## src/rtl/hud_pkg.sv

```systemverilog
// Shared constants, state encoding and row-value packing for the HUD refresh scheduler.
package hud_pkg;

  localparam int unsigned NUM_ROWS = 6;
  localparam int unsigned ROW_W    = 3;
  localparam int unsigned VAL_W    = 16;
  localparam int unsigned KEY_W    = 8;
  localparam int unsigned NUM_KEYS = 4;

  localparam int unsigned ROW_FLOOR  = 0;
  localparam int unsigned ROW_HEALTH = 1;
  localparam int unsigned ROW_KEY0   = 2;
  localparam int unsigned ROW_KEY1   = 3;
  localparam int unsigned ROW_KEY2   = 4;
  localparam int unsigned ROW_KEY3   = 5;

  typedef enum logic [2:0] {
    ST_IDLE  = 3'd0,
    ST_LATCH = 3'd1,
    ST_SCAN  = 3'd2,
    ST_ISSUE = 3'd3,
    ST_WAIT  = 3'd4
  } state_e;

  typedef logic [NUM_ROWS-1:0][VAL_W-1:0] row_vals_t;

  // Spread the raw stat registers into one 16-bit value per row; key bytes zero-extended.
  function automatic row_vals_t pack_rows(input logic [VAL_W-1:0] floor_v,
                                          input logic [VAL_W-1:0] health_v,
                                          input logic [NUM_KEYS*KEY_W-1:0] keys_v);
    row_vals_t r;
    r             = '0;
    r[ROW_FLOOR]  = floor_v;
    r[ROW_HEALTH] = health_v;
    r[ROW_KEY0]   = VAL_W'(keys_v[0*KEY_W +: KEY_W]);
    r[ROW_KEY1]   = VAL_W'(keys_v[1*KEY_W +: KEY_W]);
    r[ROW_KEY2]   = VAL_W'(keys_v[2*KEY_W +: KEY_W]);
    r[ROW_KEY3]   = VAL_W'(keys_v[3*KEY_W +: KEY_W]);
    return r;
  endfunction

endpackage

```

## src/rtl/hud_dirty_pick.sv

```systemverilog
// Lowest-index-first priority encoder over the HUD dirty vector.
module hud_dirty_pick
  import hud_pkg::*;
(
  input  logic [NUM_ROWS-1:0] dirty,
  output logic [ROW_W-1:0]    pick_row_c,
  output logic                pick_any_c
);

  // Walk downward so the lowest set bit is the last assignment to land.
  always_comb begin
    pick_row_c = '0;
    pick_any_c = 1'b0;
    for (int i = NUM_ROWS - 1; i >= 0; i--) begin
      if (dirty[i]) begin
        pick_row_c = ROW_W'(i);
        pick_any_c = 1'b1;
      end
    end
  end

endmodule

```

## src/rtl/hud_refresh_sched.sv

```systemverilog
// Per-frame HUD row redraw scheduler feeding the shared number renderer.
// Optional WAIT watchdog enabled by defining HUD_TIMEOUT_EN.
module hud_refresh_sched
  import hud_pkg::*;
(
  input  logic                      clk,
  input  logic                      rstn,
  input  logic                      vsync_pulse,
  input  logic [VAL_W-1:0]          floor,
  input  logic [VAL_W-1:0]          health,
  input  logic [NUM_KEYS*KEY_W-1:0] key_num,
  input  logic                      force_all,
  output logic                      job_valid,
  input  logic                      job_ready,
  output logic [ROW_W-1:0]          job_row,
  output logic [VAL_W-1:0]          job_value,
  input  logic                      job_done,
  output logic                      busy,
  output logic [7:0]                overrun_cnt,
  output logic                      err_timeout
);

  state_e               state_q, state_d;
  logic [NUM_ROWS-1:0]  dirty_q, dirty_d;
  row_vals_t            drawn_q, drawn_d;
  row_vals_t            snap_q, snap_d;
  logic                 force_pend_q, force_pend_d;
  logic                 vsync_pend_q, vsync_pend_d;
  logic [7:0]           overrun_q, overrun_d;
  logic                 job_valid_q, job_valid_d;
  logic [ROW_W-1:0]     job_row_q, job_row_d;
  logic [VAL_W-1:0]     job_value_q, job_value_d;
  logic                 busy_q, busy_d;
  logic [ROW_W-1:0]     pick_row_c;
  logic                 pick_any_c;
  logic                 timeout_hit_c;

  hud_dirty_pick u_pick (
    .dirty      (dirty_q),
    .pick_row_c (pick_row_c),
    .pick_any_c (pick_any_c)
  );

`ifdef HUD_TIMEOUT_EN
  localparam int unsigned TIMEOUT_CYC = 4096;
  localparam int unsigned CNT_W       = $clog2(TIMEOUT_CYC);

  logic [CNT_W-1:0] wait_cnt_q, wait_cnt_d;
  logic             err_q, err_d;

  // Counter idles at zero outside WAIT, so it starts from zero on every WAIT entry.
  always_comb begin
    wait_cnt_d    = (state_q == ST_WAIT) ? wait_cnt_q + CNT_W'(1) : '0;
    timeout_hit_c = (state_q == ST_WAIT) && !job_done &&
                    (wait_cnt_q == CNT_W'(TIMEOUT_CYC - 1));
    err_d         = err_q | timeout_hit_c;
  end

  always_ff @(posedge clk or negedge rstn) begin
    if (!rstn) begin
      wait_cnt_q <= '0;
      err_q      <= 1'b0;
    end else begin
      wait_cnt_q <= wait_cnt_d;
      err_q      <= err_d;
    end
  end

  assign err_timeout = err_q;
`else
  assign timeout_hit_c = 1'b0;
  assign err_timeout   = 1'b0;
`endif

  always_comb begin
    state_d      = state_q;
    dirty_d      = dirty_q;
    drawn_d      = drawn_q;
    snap_d       = snap_q;
    force_pend_d = force_pend_q | force_all;
    vsync_pend_d = vsync_pend_q;
    overrun_d    = overrun_q;
    job_valid_d  = job_valid_q;
    job_row_d    = job_row_q;
    job_value_d  = job_value_q;

    // A frame start that arrives mid-frame is queued once and counted.
    if (vsync_pulse && (state_q != ST_IDLE)) begin
      vsync_pend_d = 1'b1;
      if (overrun_q != 8'hFF) overrun_d = overrun_q + 8'd1;
    end

    case (state_q)
      ST_IDLE: begin
        if (vsync_pulse || vsync_pend_q) begin
          snap_d       = pack_rows(floor, health, key_num);
          vsync_pend_d = 1'b0;
          state_d      = ST_LATCH;
        end
      end
      ST_LATCH: begin
        for (int i = 0; i < NUM_ROWS; i++) begin
          if ((snap_q[i] != drawn_q[i]) || force_pend_q) dirty_d[i] = 1'b1;
        end
        force_pend_d = force_all;
        state_d      = ST_SCAN;
      end
      ST_SCAN: begin
        if (pick_any_c) begin
          job_row_d   = pick_row_c;
          job_value_d = snap_q[pick_row_c];
          job_valid_d = 1'b1;
          state_d     = ST_ISSUE;
        end else begin
          state_d = ST_IDLE;
        end
      end
      ST_ISSUE: begin
        if (job_ready) begin
          job_valid_d = 1'b0;
          state_d     = ST_WAIT;
        end
      end
      ST_WAIT: begin
        if (job_done) begin
          dirty_d[job_row_q] = 1'b0;
          drawn_d[job_row_q] = snap_q[job_row_q];
          state_d            = ST_SCAN;
        end else if (timeout_hit_c) begin
          state_d = ST_IDLE;
        end
      end
      default: state_d = ST_IDLE;
    endcase

    busy_d = (state_d != ST_IDLE);
  end

  always_ff @(posedge clk or negedge rstn) begin
    if (!rstn) begin
      state_q      <= ST_IDLE;
      dirty_q      <= {NUM_ROWS{1'b1}};
      drawn_q      <= '0;
      snap_q       <= '0;
      force_pend_q <= 1'b0;
      vsync_pend_q <= 1'b0;
      overrun_q    <= 8'd0;
      job_valid_q  <= 1'b0;
      job_row_q    <= '0;
      job_value_q  <= '0;
      busy_q       <= 1'b0;
    end else begin
      state_q      <= state_d;
      dirty_q      <= dirty_d;
      drawn_q      <= drawn_d;
      snap_q       <= snap_d;
      force_pend_q <= force_pend_d;
      vsync_pend_q <= vsync_pend_d;
      overrun_q    <= overrun_d;
      job_valid_q  <= job_valid_d;
      job_row_q    <= job_row_d;
      job_value_q  <= job_value_d;
      busy_q       <= busy_d;
    end
  end

  assign job_valid   = job_valid_q;
  assign job_row     = job_row_q;
  assign job_value   = job_value_q;
  assign busy        = busy_q;
  assign overrun_cnt = overrun_q;

endmodule

```

## config.mk

```make
export PLATFORM = sky130hd
export DESIGN_NAME = hud_refresh_sched
export DESIGN_NICKNAME = d
export VERILOG_FILES = /design/src/rtl/hud_pkg.sv /design/src/rtl/hud_dirty_pick.sv /design/src/rtl/hud_refresh_sched.sv
export SDC_FILE = /design/constraint.sdc
export NUM_CORES = 1
export LEC_CHECK = 0
export CAP_MARGIN = 20
export CORE_MARGIN = 4
export CORE_UTILIZATION = 52
export DETAILED_ROUTE_END_ITERATION = 8
export PLACE_DENSITY = 0.74
export SLEW_MARGIN = 20
export SYNTH_ARGS = -nofsm -noshare
export SYNTH_HDL_FRONTEND = slang
export SYNTH_SLANG_ARGS = --single-unit
```

## constraint.sdc

```tcl
create_clock -name clk -period 3.1 [get_ports clk]
set_clock_uncertainty 0.15 [all_clocks]
set_input_delay 0.31 -clock clk [delete_from_list [all_inputs] [get_ports clk]]
set_output_delay 0.31 -clock clk [all_outputs]
set_load 0.005 [all_outputs]
```

==> impl_metrics.toml, run 1 <==
[cts]
clk_latency_ns = 0.43
cts-root-buf = "clkbuf_16"
cts.path.max_buffers = 2
cts-buffers-inserted = 17
path_clk_slew_ns = 0.07
cts_tree = "done"
clock-sinks = 200
htree_levels = 4
post_cts_buffers = 0
cts.repair.resized = 0

[global_route]
grt_max_degree = 91
antenna_found_initial = 0
grt_pass1_vias = 6271
use_met1_pct = 34.5
grt_pass1_wl_um = 36000
use_met3_pct = 4.06
busiest_layer = "met2"
grtUsageTotal_pct = 23.5
met2_usage_pct = 36.0
overflow = 0

[timing]
worst_slack_ns = 0.553
setup_tns_ns = 0
setup_viol = 0
worstMarginPinSlew_ns = 1.01
timing.fmax_ghz = 0.393
finalHoldViolCount = 0
slew_viol_final = 0
fin_crit_sh_pct = 82.2
finalCriticalPeriod_ns = 2.55
grt_setup_unrepaired = "false"
maxSlewHeadroom_pct = 33.0

[pwr]
clock_power_share_pct = 22.6
power_density_nw_per_um2 = 944
peakVddDrop_v = 0.000694
combPwrFrac_pct = 34.4
switching_share_pct = 36.4
p_int_uw = 6560
p_leak_uw = 0.00465
power_switching_uw = 3760
seqPwrFrac_pct = 43.0

[routing]
first_iter_violations = 344
wl_per_cell_um = 20.3
post-route-drc-count = 0
num_vias = 6261
drt-total-wl_um = 22300
dr.pass1.iters = 6
viasPerCell = 5.72
ant_nets = 0

[placement]
io_buffer_count = 98
place_ws_ns = 0.597
dpl-instance-area_um2 = 10300
place_hpwl_um = 16100
place_inst = 1062
globalplace.congestion = 0.955

[setup_path]
cp-start-kind = "flip-flop"
critical_path_class = "flip-flop to flip-flop"
critPathRequiredTime_ns = 3.22
cp_data_arrival_time_ns = 2.67
crit_fanout = 19
cp-end-kind = "flip-flop"

[logic_synthesis]
ys_seq_area_share_pct = 55.0
synth_flop_cell = "dfrtp_1"
syn_area_per_cell_um2 = 11.9
yosysMostFrequentCell = "dfrtp_1"
ys_ff_latch = 200
netlist_area_um2 = 9120
synth_nets = 836
synth_edf_count = 0
synth_top_area_share_pct = 53.2
yosys.area.top_type = "dfrtp_1"
yosys_warnings = 0
synth_cells = 765
yosys-top-cells-count = "194 x dfrtp_1, 88 x mux2_2, 59 x o21ai_0"
synthDistinctLibCells = 59
async_flop_share_pct = 100
synth.area.top_cells = "dfrtp_1 53%, mux2_2 11%, xnor2_1 4.0%"

[cells_and_area]
area_delta_synth_final_pct = 19.7
final_area_um2 = 10900
drive_gt1_share_pct = 18.7
final_cells = 1095
num_antenna_cells = 0
nets = 928

[floorplanning]
rows = 48
die_h_um = 140
dieArea_um2 = 19700
die_w_um = 140
initial_core_util_pct = 52.9
core_um2 = 17200
ios = 100

[flow_run]
cap_violations = 0

[hold_path]
hp-class = "flip-flop to flip-flop"

[run_status]
status = "finished, final reports clean"
metrics by stage:
stage                     hold slack (ns)  utilization, %  power, uW
after global placement              0.259            59.7       7870
after detailed placement            0.268            59.7       8000
after floorplan                    -0.136               -       6510
after global routing                0.328            63.3      10900
final                               0.328            63.3      10300
after CTS                           0.322            63.3      10400
state kept, by name, summed over array words and instances, names as in the netlist:
name,flops
job_value,16
busy,1
dirty_q,6
state_q,3
drawn_q,96
snap_q,64
job_valid,1
vsync_pend_q,1
job_row,3
force_pend_q,1
overrun_cnt,8
repair_timing:
action | 4_1_cts | 5_1_grt
setup endpoints to repair | 0 | 0
endpoints found under the hold margin | 86 | 0
hold buffers | 1 | 0
final timing paths:
kind                       slack, ns  cells after the start        start          end
max reg2reg                     0.55                      4   job_row[0]  drawn_q[52]
max in group asynchronous       1.52                      3         rstn   dirty_q[3]
min reg2reg                     0.33                      1  drawn_q[57]  drawn_q[57]
max                             0.55                      4   job_row[0]  drawn_q[52]
min in group asynchronous       0.35                      2         rstn  drawn_q[89]
min                             0.33                      1  drawn_q[57]  drawn_q[57]
power groups by stage:
| stage | clock, uW | sequential, uW | combinational, uW |
|---|---|---|---|
| floorplan | 0 | 4060 | 2450 |
| global placement | 0 | 4430 | 3440 |
| detailed placement | 0 | 4460 | 3540 |
| CTS | 2370 | 4420 | 3570 |
| global route | 2490 | 4540 | 3860 |
| finish | 2330 | 4440 | 3550 |
metal layers:
metal	routed length [um]	up-vias	part of all wire (%)
met3	1110	31	5.0
met4	488	0	2.2
met2	10300	184	46
met1	10400	3162	47
met5	0	-	0
li1	-	2884	-
cell type report:
| type | instances | area (um^2) |
|---|---|---|
| sequential | 200 | 5010 |
| fill | 1306 | 6320 |
| timing repair buffer | 111 | 1120 |
| clock inverter | 14 | 186 |
| tap | 225 | 282 |
| clock buffer | 18 | 439 |
| inverter | 10 | 37.5 |
| multi-input combinational | 517 | 3840 |
cells in the final DEF (no fill, tap or decap), types with 3 or more instances in the layout:
master and n:
a21oi_1 42, a221oi_1 11, a22oi_1 4, and2_1 17, buf_12 3, buf_4 9
bufinv_16 3, clkbuf_16 17, clkdlybuf4s50_1 97, clkinv_4 4, dfrtp_1 194, dfstp_2 6
inv_1 9, inv_6 3, mux2_2 88, mux2i_1 29, mux4_2 3, nand2_1 58
nand2_2 4, nand2b_1 3, nand3_1 5, nand4_1 12, nor2_1 22, nor2b_1 18
nor3_1 13, nor4_1 14, o21ai_0 59, o22ai_1 8, xnor2_1 42, xor2_1 29
kinds of logic after synthesis:
group	after synthesis	synth area share, %
DFF	200	55.0
and+or+nand+nor	185	11.1
AOI/OAI and AO/OA	137	8.71
muxes	122	15.1
xor gates and xnor gates	71	6.82
buffers and inverters	48	3.14
adders and majority gates	1	0.137
other	1	0.0411
critical path, cell delays in order (launching register included):
cell and delay (ns):
dfrtp_1 0.65, buf_12 0.25, mux4_2 0.33, a22oi_1 0.78
o21ai_0 0.22
Note: power is estimated with default switching activity, not from simulation.
==> run 2, diff against run 1 <==
--- a/config.mk
+++ b/config.mk
@@ -7,9 +7,9 @@
 export LEC_CHECK = 0
 export CAP_MARGIN = 20
 export CORE_MARGIN = 4
-export CORE_UTILIZATION = 52
+export CORE_UTILIZATION = 51
 export DETAILED_ROUTE_END_ITERATION = 8
-export PLACE_DENSITY = 0.74
+export PLACE_DENSITY = 0.76
 export SLEW_MARGIN = 20
 export SYNTH_ARGS = -nofsm -noshare
 export SYNTH_HDL_FRONTEND = slang
==> constraint.sdc (replaced) <==
create_clock -name clk -period 2.06 [get_ports clk]
set_clock_uncertainty 0.15 [all_clocks]
set_input_delay 0.206 -clock clk [delete_from_list [all_inputs] [get_ports clk]]
set_output_delay 0.206 -clock clk [all_outputs]
set_load 0.005 [all_outputs]
==> impl_metrics.toml, run 2 (synthesis gave the netlist of run 1 again) <==
[run_status]
status = "finished, final reports clean"

[setup_path]
critical_path_buf_inv_count = 1
crit_fanout = 8
rr_startpoint = "dirty_q[0]"
crit_chain = "nand2b_1, buf_4, o22ai_1, nor3_1, a21oi_1, o21ai_0"
critPathTopFamily = "simple AND/OR/NAND/NOR gates"
critPathRequiredTime_ns = 2.26
critical_path_class = "flip-flop to flip-flop"
cp_data_arrival_time_ns = 2.17
cp-end-kind = "flip-flop"
critPathMaxStageDelay_ns = 0.61
worst_path_max_delay_cell = "dfstp_2"
reg2reg_depth = 6
cp-start-kind = "flip-flop"
rr_endpoint = "job_value[4]"
r2r_slack_ns = 0.09

[placement]
globalplace.congestion = 0.935
io_buffer_count = 98
place_inst = 1121
place_hpwl_um = 16700

[cells_and_area]
layout_commonest_cell = "dfrtp_1"
area_delta_synth_final_pct = 25.9
num_antenna_cells = 0
final_cells = 1158
layout_common_cells = "191 x dfrtp_1, 96 x clkdlybuf4s50_1, 88 x mux2_2, 64 x buf_4, 59 x o21ai_0"
layout.area.seq_um2 = 5020
largest_reg_flops = 96
regMostFlops = "drawn_q"
drive_gt1_share_pct = 24.8
nets = 991
nFillCells = 1354
multiInputGateArea_um2 = 3880

[global_route]
grtUsageTotal_pct = 24.0
antenna_found_initial = 0
grt_max_degree = 60
grt_pass1_vias = 6694
grt_pass1_wl_um = 36800
overflow = 0

[pwr]
power_switching_uw = 5870
power_density_nw_per_um2 = 1420
switching_share_pct = 36.0
seqPwrFrac_pct = 40.0
p_int_uw = 10500
peakVddDrop_v = 0.000919
clock_power_share_pct = 20.1
combPwrFrac_pct = 39.9
p_leak_uw = 0.00499

[floorplanning]
initial_core_util_pct = 52.4
core_um2 = 17400
dieArea_um2 = 20100
ios = 100
rows = 48
die_w_um = 142
die_h_um = 142

[timing]
grt_setup_unrepaired = "false"
timing.fmax_ghz = 0.506
slew_viol_final = 0
holdWs_ns = 0.157
finalCriticalPeriod_ns = 1.97
setup_viol = 0
finalHoldViolCount = 0
worstMarginPinSlew_ns = 0.534
maxSlewHeadroom_pct = 64.4
fin_crit_sh_pct = 95.8
setup_tns_ns = 0

[routing]
num_vias = 6516
wl_per_cell_um = 19.9
ant_nets = 0
wl_met2_um = 10400
dr.pass1.iters = 5
met3_wirelength_um = 1750
routed.top_layer = "met4"
first_iter_violations = 476
post-route-drc-count = 0
viasPerCell = 5.63
wl_met1_um = 10000
drt-total-wl_um = 23000

[cts]
clk_latency_ns = 0.44
cts.path.max_buffers = 2
htree_levels = 4
cts-buffers-inserted = 17
path_clk_slew_ns = 0.07
clock-sinks = 200
cts_tree = "done"
cts-root-buf = "clkbuf_16"

[hold_path]
hp-class = "primary input to asynchronous set/reset pin"

[flow_run]
cap_violations = 0
run 2: power groups by stage:
stage,Sequential (uW),Combinational (uW),Clock (uW)
finish,6540,6510,3280
global route,6670,7050,3500
CTS,6500,6360,3330
detailed placement,6560,6300,0
global placement,6540,6180,0
floorplan,6110,3680,0
run 2: final cells by class:
type / count / share of cell area, %
Sequential cell: 200 / 43.7
Tap cell: 225 / 2.45
Clock buffer: 20 / 3.89
Timing Repair Buffer: 174 / 14.7
Clock inverter: 12 / 1.08
Inverter: 10 / 0.327
Multi-Input combinational cell: 517 / 33.8
run 2: worst max-delay path by stage:
stage	startpoint	end	depth (start not counted)
finish	dirty_q[0]	job_value[4]	6
global route	dirty_q[3]	job_value[0]	5
CTS	job_row[0]	job_row[0]	2
detailed placement	dirty_q[3]	job_value[5]	5
global placement	job_row[1]	drawn_q[19]	5
floorplan	state_q[0]	snap_q[0]	6
run 2: per-stage QoR:
| step | util [%] | area (um^2) | total power [uW] | worst slack (ns) |
|---|---|---|---|---|
| 2_1_floorplan | - | 9120 | 9790 | 0.199 |
| 3_3_place_gp | 62.1 | 10800 | 12700 | 0.0145 |
| 3_5_place_dp | 62.1 | 10800 | 12900 | -0.0421 |
| 4_1_cts | 65.5 | 11400 | 16200 | 0.0413 |
| 5_1_grt | 65.9 | 11500 | 17200 | 0.00716 |
| 6_report | 65.9 | 11500 | 16300 | 0.0857 |
run 2: worst reg2reg max path, stage by stage, from the launching register on:
cell and delay [ns]:
dfstp_2 0.61, nand2b_1 0.23, buf_4 0.21, o22ai_1 0.10
nor3_1 0.43, a21oi_1 0.07, o21ai_0 0.09
run 2: metal layers:
| layer | vias up | GRT usage, % |
|---|---|---|
| met3 | 64 | 6.77 |
| met1 | 3212 | 33.4 |
| met5 | - | 0 |
| met2 | 225 | 36.0 |
| li1 | 3015 | - |
| met4 | 0 | 8.84 |
run 2: repair_timing:
action                     CTS  global route
hold buffers                 1             0
setup endpoints to repair    8            19
pin swaps                    0             1
hold endpoints to repair    53             0
resized for setup            3            10
buffers inserted             1             3
==> run 3, diff against run 2 <==
--- a/config.mk
+++ b/config.mk
@@ -5,6 +5,7 @@
 export SDC_FILE = /design/constraint.sdc
 export NUM_CORES = 1
 export LEC_CHECK = 0
+export ABC_CLOCK_PERIOD_IN_PS = 2060
 export CAP_MARGIN = 20
 export CORE_MARGIN = 4
 export CORE_UTILIZATION = 51
==> results of run 3 <==
No change in the layout: final DEF, timing and power equal those of run 2.
